<file path="src/rtl/tt_sel_pkg.sv">
// tt_sel_pkg: shared state encoding, width helper and parameter legality
// checks for the design-selection sequencer.
package tt_sel_pkg;

    typedef enum logic [1:0] {
        ST_IDLE   = 2'd0,
        ST_LOAD   = 2'd1,
        ST_ACTIVE = 2'd2,
        ST_DRAIN  = 2'd3
    } sel_state_t;

    // Smallest r with 2**r >= value (0 for value <= 1).
    function automatic int clog2(input int value);
        int result;
        result = 0;
        for (int i = 0; i < 31; i++) begin
            if ((1 << i) < value) begin
                result = i + 1;
            end
        end
        return result;
    endfunction

    function automatic bit is_pow2(input int value);
        return (value >= 2) && ((value & (value - 1)) == 0);
    endfunction

    // True when the sequencer parameter set is legal.
    function automatic bit params_ok(input int n_mux, input int n_blk,
                                     input int sync_stages, input int guard_cyc);
        return is_pow2(n_mux) && is_pow2(n_blk) &&
               (sync_stages >= 2) && (guard_cyc >= 1);
    endfunction

endpackage

</file>
<file path="src/rtl/tt_sel_sync.sv">
// tt_sel_sync: STAGES-deep level synchroniser for an asynchronous pad,
// cleared to 0 by the controller reset.
module tt_sel_sync #(
    parameter int STAGES = 2
) (
    input  logic clk,
    input  logic rst_n,
    input  logic d,
    output logic q
);

    logic [STAGES-1:0] stage;

    // Shift the pad level through the synchroniser chain.
    always_ff @(posedge clk or negedge rst_n) begin
        if (!rst_n) begin
            stage <= '0;
        end else begin
            stage <= {stage[STAGES-2:0], d};
        end
    end

    assign q = stage[STAGES-1];

endmodule

</file>
<file path="src/rtl/tt_sel_seq.sv">
// tt_sel_seq: counts sel_inc pulses into a {mux, block} address and commits
// it to the spine with break-before-make enable sequencing.
// Optional serial readback of the committed address: TT_SEL_READBACK_EN.
module tt_sel_seq
    import tt_sel_pkg::*;
#(
    parameter int N_MUX       = 16,
    parameter int N_BLK       = 16,
    parameter int SYNC_STAGES = 2,
    parameter int GUARD_CYC   = 4,
    localparam int ADDR_W     = clog2(N_MUX) + clog2(N_BLK)
) (
    input  logic              clk,
    input  logic              rst_n,
    input  logic              pad_sel_rst_n,
    input  logic              pad_sel_inc,
    input  logic              pad_ena,
    output logic [ADDR_W-1:0] spine_addr,
    output logic              spine_ena,
    output logic              sel_err,
    output logic              busy,
    output logic              rb_out,
    output logic              rb_oe_n
);

    localparam int GUARD_W = clog2(GUARD_CYC + 1);
    localparam logic [ADDR_W-1:0] CNT_MAX = '1;

    if (!params_ok(N_MUX, N_BLK, SYNC_STAGES, GUARD_CYC)) begin : g_param_check
        $error("tt_sel_seq: N_MUX/N_BLK must be powers of two >= 2, SYNC_STAGES >= 2, GUARD_CYC >= 1");
    end

    logic               sel_rst_s;
    logic               inc_s;
    logic               ena_s;
    logic               inc_d;
    logic               inc_rise;
    logic [ADDR_W-1:0]  cnt;
    sel_state_t         state;
    logic [GUARD_W-1:0] guard;
    logic               exit_active;
    logic               start_ok;

    tt_sel_sync #(.STAGES(SYNC_STAGES)) u_sync_rst (
        .clk   (clk),
        .rst_n (rst_n),
        .d     (pad_sel_rst_n),
        .q     (sel_rst_s)
    );

    tt_sel_sync #(.STAGES(SYNC_STAGES)) u_sync_inc (
        .clk   (clk),
        .rst_n (rst_n),
        .d     (pad_sel_inc),
        .q     (inc_s)
    );

    tt_sel_sync #(.STAGES(SYNC_STAGES)) u_sync_ena (
        .clk   (clk),
        .rst_n (rst_n),
        .d     (pad_ena),
        .q     (ena_s)
    );

    assign inc_rise    = inc_s & ~inc_d;
    assign exit_active = !ena_s || !sel_rst_s || (cnt != spine_addr);
    assign start_ok    = ena_s && sel_rst_s && !sel_err;

    // Saturating select counter; a clear outranks a simultaneous increment.
    always_ff @(posedge clk or negedge rst_n) begin
        if (!rst_n) begin
            cnt     <= '0;
            sel_err <= 1'b0;
            inc_d   <= 1'b0;
        end else begin
            inc_d <= inc_s;
            if (!sel_rst_s) begin
                cnt     <= '0;
                sel_err <= 1'b0;
            end else if (inc_rise) begin
                if (cnt == CNT_MAX) begin
                    sel_err <= 1'b1;
                end else begin
                    cnt <= cnt + ADDR_W'(1);
                end
            end
        end
    end

    // Commit sequencer: the address only moves in LOAD, with enable low.
    always_ff @(posedge clk or negedge rst_n) begin
        if (!rst_n) begin
            state      <= ST_IDLE;
            spine_addr <= '0;
            spine_ena  <= 1'b0;
            busy       <= 1'b0;
            guard      <= '0;
        end else begin
            case (state)
                ST_IDLE: begin
                    spine_ena <= 1'b0;
                    if (start_ok) begin
                        state <= ST_LOAD;
                        busy  <= 1'b1;
                    end
                end
                ST_LOAD: begin
                    spine_addr <= cnt;
                    spine_ena  <= 1'b1;
                    busy       <= 1'b0;
                    state      <= ST_ACTIVE;
                end
                ST_ACTIVE: begin
                    if (exit_active) begin
                        spine_ena <= 1'b0;
                        busy      <= 1'b1;
                        guard     <= GUARD_W'(GUARD_CYC);
                        state     <= ST_DRAIN;
                    end
                end
                ST_DRAIN: begin
                    if (guard == GUARD_W'(1)) begin
                        busy  <= 1'b0;
                        state <= ST_IDLE;
                    end else begin
                        guard <= guard - GUARD_W'(1);
                    end
                end
                default: begin
                    spine_ena <= 1'b0;
                    busy      <= 1'b0;
                    state     <= ST_IDLE;
                end
            endcase
        end
    end

`ifdef TT_SEL_READBACK_EN
    localparam int RB_W = clog2(ADDR_W + 1);

    logic [ADDR_W-1:0] rb_sr;
    logic [RB_W-1:0]   rb_rem;

    // Start bit goes out with the enable rise, then the address MSB-first.
    always_ff @(posedge clk or negedge rst_n) begin
        if (!rst_n) begin
            rb_sr   <= '0;
            rb_rem  <= '0;
            rb_out  <= 1'b0;
            rb_oe_n <= 1'b1;
        end else if (state == ST_LOAD) begin
            rb_sr   <= cnt;
            rb_rem  <= RB_W'(ADDR_W);
            rb_out  <= 1'b1;
            rb_oe_n <= 1'b0;
        end else if ((state == ST_ACTIVE) && !exit_active && (rb_rem != '0)) begin
            rb_out  <= rb_sr[ADDR_W-1];
            rb_sr   <= rb_sr << 1;
            rb_rem  <= rb_rem - RB_W'(1);
            rb_oe_n <= 1'b0;
        end else begin
            rb_rem  <= '0;
            rb_out  <= 1'b0;
            rb_oe_n <= 1'b1;
        end
    end
`else
    assign rb_out  = 1'b0;
    assign rb_oe_n = 1'b1;
`endif

endmodule
</file>
<file path="config.mk">
export PLATFORM = sky130hd
export DESIGN_NAME = tt_sel_seq
export DESIGN_NICKNAME = d
export VERILOG_FILES = /design/src/rtl/tt_sel_pkg.sv /design/src/rtl/tt_sel_sync.sv /design/src/rtl/tt_sel_seq.sv
export SDC_FILE = /design/constraint.sdc
export NUM_CORES = 1
export LEC_CHECK = 0
export CAP_MARGIN = 20
export CORE_MARGIN = 2
export CORE_UTILIZATION = 56
export DETAILED_ROUTE_END_ITERATION = 8
export DONT_BUFFER_PORTS = 1
export PLACE_DENSITY = 0.72
export REMOVE_ABC_BUFFERS = 1
export SLEW_MARGIN = 10
export SYNTH_ARGS = -nofsm -noshare
export SYNTH_HDL_FRONTEND = slang
export SYNTH_HIERARCHICAL = 1
export SYNTH_SLANG_ARGS = --single-unit
export TNS_END_PERCENT = 5
</file>
<file path="constraint.sdc">
create_clock -name clk -period 4.5 [get_ports clk]
set_input_delay 0.9 -clock clk [delete_from_list [all_inputs] [get_ports clk]]
set_output_delay 0.9 -clock clk [all_outputs]
set_load 0.005 [all_outputs]
</file>
==> results of run 1 <==
-- cells in the final DEF, fill, tap and decap left out, drive strengths merged, types with 5 or more instances in the layout --
cell type / instances
clkbuf: 6
dfrtp: 31
ha: 8
inv: 6
mux2: 9
nand2: 6
nor2: 5
o21ai: 6
xor2: 10
-- final cells by class --
cell class	instances	area (sq um)
well taps	30	37.54
clock buffers	6	51.30
fillers	204	923.4
multi-input cells	87	706.9
clock inverters	1	5.005
inverters	6	22.52
flip-flops and latches	31	775.7
-- state kept, by name (all words and copies together) (netlist names) --
signal	cells
sel_err	1
u_sync_inc/stage	2
u_sync_rst/stage	2
state	2
spine_addr	8
guard	3
u_sync_ena/stage	2
cnt	8
inc_d	1
busy	1
spine_ena	1
-- routing by layer --
| layer | vias up | routed length, microns | global-route usage |
|---|---|---|---|
| met5 | - | 0 | 0 |
| met4 | 0 | 56 | 0.08503 |
| met3 | 8 | 180 | 0.08756 |
| met2 | 24 | 1123 | 0.2756 |
| met1 | 452 | 1044 | 0.2033 |
| li1 | 442 | - | - |
-- final timing paths --
path	startpoint	endpoint
max	cnt[7]	guard[2]
min	rst_n	state[0]
max reg2reg	cnt[7]	guard[2]
min reg2reg	u_sync_ena/stage[0]	u_sync_ena/stage[1]
max in group asynchronous	rst_n	spine_addr[7]
min in group clk	u_sync_ena/stage[0]	u_sync_ena/stage[1]
-- logic make-up after synthesis --
group	synth area share
other	0.004912
buffers and inverters	0.03027
and+or+nand+nor	0.1669
muxes	0.07938
xor gates and xnor gates	0.08019
adders and majority gates	0.06547
DFF	0.5074
AOI/OAI and AO/OA	0.06547
-- through the flow --
step	instances	instance area (sq um)	power [uW]
floorplan	124	1505	548.4
global placement	154	1543	588.5
detailed placement	154	1543	602.0
CTS	161	1599	766.7
global route	161	1599	811.5
finish	161	1599	756.2
-- worst max-delay path: stages (launching register included) --
cell and delay (ps):
dfrtp_1 450, xor2_1 210, nor4_4 330, nand4_4 190, and3_1 220, a2111o_1 380
-- power groups by stage --
stage | Combinational, uW | Sequential [uW] | Clock [uW]
2_1_floorplan | 198 | 350 | 0
3_3_place_gp | 231 | 357 | 0
3_5_place_dp | 242 | 360 | 0
4_1_cts | 244 | 354 | 169
5_1_grt | 271 | 359 | 182
6_report | 241 | 353 | 162
==> key figures, run 1 <==
Outcome
  • Status: complete, no violations

Synthesis
  • Yosys top cell by area: dfrtp_1
  • Top-area cell type share of the netlist area: 0.5074
  • EDFF count, synth: 0
  • Yosys warns: 6
  • Register area share after synthesis: 0.5074
  • Predominant post-synthesis flop cell: dfrtp_1
  • Yosys reg bits: 31
  • Async set or reset register ratio after synthesis: 1.000
  • Synth top cells by count: 31 x dfrtp_1, 10 x xor2_1, 9 x mux2_2
  • Area of the mapped netlist: 1529 sq um
  • Synth unique cells: 36
  • Cell count after synthesis: 128
  • Synth area leaders: dfrtp_1 51%, mux2_2 6.6%, ha_1 6.5%, xor2_1 5.7%, xnor2_1 2.3%
  • Mapped Avg Cell Area: 11.95 sq um
  • Most numerous cell in the Yosys netlist: dfrtp_1

Timing
  • Max Clock Freq: 530.1 MHz
  • Tcrit/Tclk final: 0.4192
  • Final setup fails: 0
  • RSZ-0062 raised after global routing: no
  • Worst clock skew: 13.90 ps
  • Final Max Slew Viols: 0
  • Post-layout min period: 1887 ps
  • Hold_ws: 251.6 ps
  • Fin worst setup slack: 2613 ps
  • Final hold vios: 0
  • Slew margin rel.: 0.6651
  • Least-Margin Pin Slew: 502.3 ps
  • Total negative setup slack: 0 ps

CTS
  • Post-CTS Setup Repair Bufs: 0
  • Clk Latency, worst-skew pair: 330 ps
  • CTS Sinks: 31
  • H-tree levels: 2
  • TritonCTS Buffers: 5
  • Hold Buf Count CTS: 0
  • TritonCTS clock tree: yes
  • Post-CTS resize count: 0
  • Root Buffer Master: clkbuf_4
  • CTS Buffer Depth: 2
  • Clock transition at path regs: 100 ps

Place
  • IO buf count: 0
  • DP HPWL: 1716 microns
  • RD Place Congestion: 0.8094
  • Pre-CTS setup slack: 2630 ps

Power
  • Power density cells: 472.9 nW/um^2
  • Internal power: 506.9 uW
  • Sequential Power Share: 0.466
  • Sw Share: 0.3297
  • Worst vdd ir: 0.0003125 V
  • Clk pwr share: 0.214
  • Combinational group share of total power: 0.319
  • P_leak: 0.0007983 uW
  • Net switching power: 249.3 uW

Floorplanning
  • Die height: 56.25 microns
  • I/O pin count: 18
  • Die ar.: 3164 sq um
  • Die Span X: 56.25 microns
  • Placement Rows: 18
  • Core Region: 2522 sq um
  • Starting Density: 0.6062

Worst setup path
  • Startpoint types: flop
  • CP Max Fanout: 10
  • Critical path class: reg2reg
  • Worst EP arrival: 2100 ps
  • Worst Setup End Kind: flop
  • Worst Reg-to-Reg Cells: 5
  • Setup slack, reg-to-reg: 2610 ps
  • Critical path required time: 4720 ps

Global routing
  • First-pass GRT wire length: 4146 microns
  • GRT Residual Overflow: 0
  • Largest net degree at the start of global routing: 32
  • GRT Total Usage: 0.1771
  • Antenna violations before repair: 0
  • Vias in the first global route: 941

Detailed routing
  • Via density: 5.752
  • DR vias: 926
  • Initial DRC count: 19
  • Post-route DRC: 0
  • Routed Antenna Nets: 0
  • Overall routed net length: 2405 microns
  • WL/cell: 14.94 microns
  • DRT Pass-1 Iters: 4

Flow run
  • Max-cap violations: 0

Layout
  • # nets final: 144
  • Antenna cells: 0
  • Share of layout cells above drive strength 1: 0.1832
  • Utilization after layout: 0.6339
  • Area added between synthesis and finish: 4.582%

Hold path
  • Worst hold path class: in2async
(Power assumes the default switching activity.)
==> run 2, diff against run 1 <==
--- a/config.mk
+++ b/config.mk
@@ -7,10 +7,10 @@
 export LEC_CHECK = 0
 export CAP_MARGIN = 20
 export CORE_MARGIN = 2
-export CORE_UTILIZATION = 56
+export CORE_UTILIZATION = 55
 export DETAILED_ROUTE_END_ITERATION = 8
 export DONT_BUFFER_PORTS = 1
-export PLACE_DENSITY = 0.72
+export PLACE_DENSITY = 0.74
 export REMOVE_ABC_BUFFERS = 1
 export SLEW_MARGIN = 10
 export SYNTH_ARGS = -nofsm -noshare
==> constraint.sdc (replaced) <==
create_clock -name clk -period 1.6 [get_ports clk]
set_input_delay 0.32 -clock clk [delete_from_list [all_inputs] [get_ports clk]]
set_output_delay 0.32 -clock clk [all_outputs]
set_load 0.005 [all_outputs]
==> run 2 against run 1 <==
  * The flow now finishes with violations (negative setup slack)
  * Global-route usage grew 2.3 points
  * Final cell count grew 19%
  * Sequential share of layout area shrank 7.4 points
  * Maximum frequency grew 8.3%
  * Clock skew shrank 12 ps
  * Critical path depth is the same
  * Non-clock buffer count grew 28
  * Utilization grew 6.8 points
  * Die area grew 1.7%
  * Worst hold slack gained 100 ps
  * Largest cell class unchanged
==> key figures, run 2 (synthesis results as in run 1) <==
Detailed routing
  • WL/cell: 14.65 microns (was 14.94 microns)
  • Routed Antenna Nets: 0 (unchanged)
  • DRT Pass-1 Iters: 4 (unchanged)
  • Initial DRC count: 19 (unchanged)
  • Overall routed net length: 2798 microns (was 2405 microns)
  • Via density: 5.283 (was 5.752)
  • DR vias: 1009 (was 926)
  • Post-route DRC: 0 (unchanged)

Worst setup path
  • Worst Reg-to-Reg Cells: 5 (unchanged)
  • Worst EP arrival: 1950 ps (was 2100 ps)
  • Setup crit end: guard[2] (unchanged)
  • Startpoint types: flop (unchanged)
  • Critical path's slowest cell: dfrtp_1 (unchanged)
  • Setup slack, reg-to-reg: -140 ps (was 2610 ps)
  • Worst Setup End Kind: flop (unchanged)
  • Reg-to-Reg End: guard[2] (unchanged)
  • CP peak stage delay: 430 ps (was 450 ps)
  • Reg-to-Reg Start: spine_addr[7] (was cnt[7])
  • Critical path required time: 1810 ps (was 4720 ps)
  • Critical path class: reg2reg (unchanged)
  • CP Max Fanout: 5 (was 10)
  • CP Launch Point: spine_addr[7] (was cnt[7])
  • Crit-path cells: xor2_2, nor4_4, nand4_4, and3_4, a2111o_1 (was xor2_1, nor4_4, nand4_4, and3_1, a2111o_1)

Power
  • Net switching power: 776.4 uW (was 249.3 uW)
  • Sw Share: 0.3364 (was 0.3297)
  • P_leak: 0.0009462 uW (was 0.0007983 uW)
  • Internal power: 1531 uW (was 506.9 uW)
  • Worst vdd ir: 0.001107 V (was 0.0003125 V)
  • Combinational group share of total power: 0.392 (was 0.319)
  • Clk pwr share: 0.183 (was 0.214)
  • Power density cells: 1223 nW/um^2 (was 472.9 nW/um^2)
  • Sequential Power Share: 0.425 (was 0.466)

Layout
  • Biggest regs: cnt (8), spine_addr (8), guard (3) (unchanged)
  • # nets final: 172 (was 144)
  • Most frequent cells in the layout: 31 x dfrtp_1, 21 x buf_4, 9 x mux2_2, 8 x xor2_1, 7 x ha_1 (was 31 x dfrtp_1, 10 x xor2_1, 9 x mux2_2, 8 x ha_1)
  • Antenna cells: 0 (unchanged)
  • Share of layout cells above drive strength 1: 0.3438 (was 0.1832)
  • Most common cell after layout, fill and taps aside: dfrtp_1 (unchanged)
  • Utilization after layout: 0.7024 (was 0.6339)
  • Area added between synthesis and finish: 23.40% (was 4.582%)

CTS
  • CTS Sinks: 31 (unchanged)
  • Clk Latency, worst-skew pair: 320 ps (was 330 ps)
  • Root Buffer Master: clkbuf_4 (unchanged)
  • TritonCTS Buffers: 5 (unchanged)
  • TritonCTS clock tree: yes (unchanged)
  • H-tree levels: 2 (unchanged)
  • CTS Buffer Depth: 2 (unchanged)
  • Clock transition at path regs: 90 ps (was 100 ps)

Timing
  • Fin worst setup slack: -141.7 ps (was 2613 ps)
  • Total negative setup slack: -428.2 ps (was 0 ps)
  • Post-layout min period: 1742 ps (was 1887 ps)
  • Final setup fails: 7 (was 0)
  • Final Max Slew Viols: 0 (unchanged)
  • Final hold vios: 0 (unchanged)
  • RSZ-0062 raised after global routing: yes (was no)
  • Tcrit/Tclk final: 1.089 (was 0.4192)
  • Worst clock skew: 1.722 ps (was 13.90 ps)
  • Max Clock Freq: 574.1 MHz (was 530.1 MHz)

Floorplanning
  • I/O pin count: 18 (unchanged)
  • Die height: 56.73 microns (was 56.25 microns)
  • Starting Density: 0.5692 (was 0.6062)
  • Die Span X: 56.73 microns (was 56.25 microns)
  • Die ar.: 3218 sq um (was 3164 sq um)
  • Placement Rows: 19 (was 18)
  • Core Region: 2686 sq um (was 2522 sq um)

Global routing
  • GRT Residual Overflow: 0 (unchanged)
  • GR Util met3: 0.08525 (was 0.08756)
  • Grt met1 use: 0.2131 (was 0.2033)
  • GRT Total Usage: 0.2002 (was 0.1771)
  • Vias in the first global route: 1130 (was 941)
  • GR peak layer: met2 (unchanged)
  • Largest net degree at the start of global routing: 32 (unchanged)
  • First-pass GRT wire length: 4774 microns (was 4146 microns)
  • Antenna violations before repair: 0 (unchanged)
  • Grt met2 use: 0.3505 (was 0.2756)

Hold path
  • Worst Hold Depth: 0
  • Worst hold path class: reg2reg (was in2async)

Flow run
  • Max-cap violations: 0 (unchanged)

Place
  • IO buf count: 0 (unchanged)
  • RD Place Congestion: 0.8262 (was 0.8094)
  • DP HPWL: 1954 microns (was 1716 microns)

Outcome
  • Violated checks: negative setup slack
  • Status: finished, violations left (was complete, no violations)
[run 2: cell types whose count changed in the layout (fill, tap and decap cells not counted), sizes merged]
| cell | delta |
|---|---|
| clkinv | +2 |
| buf | +24 |
| clkbuf | -1 |
| dlygate4sd3 | +4 |
[run 2: critical path: cells and delay by family, from the launching register on]
family / cells / cell delay [ps]
AO/OA/AOI/OAI: 1 / 330
XOR/XNOR: 1 / 200
flip-flops: 1 / 430
AND/OR/NAND/NOR: 3 / 660
[run 2: area by class of cell]
cell class,instances,area (sq um)
Sequential cell,31,775.7
Clock buffer,5,37.54
Inverter,6,22.52
Tap cell,31,38.79
Fill cell,208,799.5
Multi-Input combinational cell,87,748.2
Timing Repair Buffer,28,249.0
Clock inverter,3,15.01
[run 2: how the worst min path moves through the flow]
| stage | startpoint | endpoint | slack (ps) |
|---|---|---|---|
| 3_3_place_gp | rst_n | guard[1] | 30 |
| 3_5_place_dp | rst_n | guard[1] | 30 |
| 5_1_grt | u_sync_rst/stage[0] | u_sync_rst/stage[1] | 370 |
| 6_report | u_sync_rst/stage[0] | u_sync_rst/stage[1] | 350 |
| 4_1_cts | u_sync_rst/stage[0] | u_sync_rst/stage[1] | 360 |
| 2_1_floorplan | rst_n | busy | 20 |
[run 2: per-stage QoR]
stage | power, uW | hold slack (ps) | std cells | cell area (sq um) | worst slack (ps)
final | 2308 | 354.8 | 191 | 1887 | -141.7
after global routing | 2483 | 369.1 | 191 | 1887 | -206.2
after CTS | 2326 | 357.2 | 192 | 1862 | -154.2
after detailed placement | 1847 | 25.07 | 177 | 1722 | -152.5
after global placement | 1789 | 25.14 | 177 | 1722 | -109.8
after floorplan | 1542 | 24.41 | 124 | 1505 | -169.7
[run 2: power by group through the flow]
| stage | clock network (uW) | logic, uW | registers (uW) |
|---|---|---|---|
| floorplan | 0 | 558 | 985 |
| global placement | 0 | 801 | 988 |
| detailed placement | 0 | 852 | 995 |
| CTS | 441 | 904 | 981 |
| global route | 485 | 1000 | 996 |
| finish | 422 | 906 | 981 |
[run 2: timing repair]
action                                 CTS  global route
setup endpoints to repair                5            11
pin swaps                                5             6
endpoints found under the hold margin   34             0
gates resized for setup                  2             9
setup buffers                            2             0
hold buffers                             5             0
[run 2: metal layers]
metal  up-vias  part of all wire
li1        495                 -
met1       491              0.40
met2        21              0.54
met3         2             0.058
met4         0            0.0057
met5         -                 0
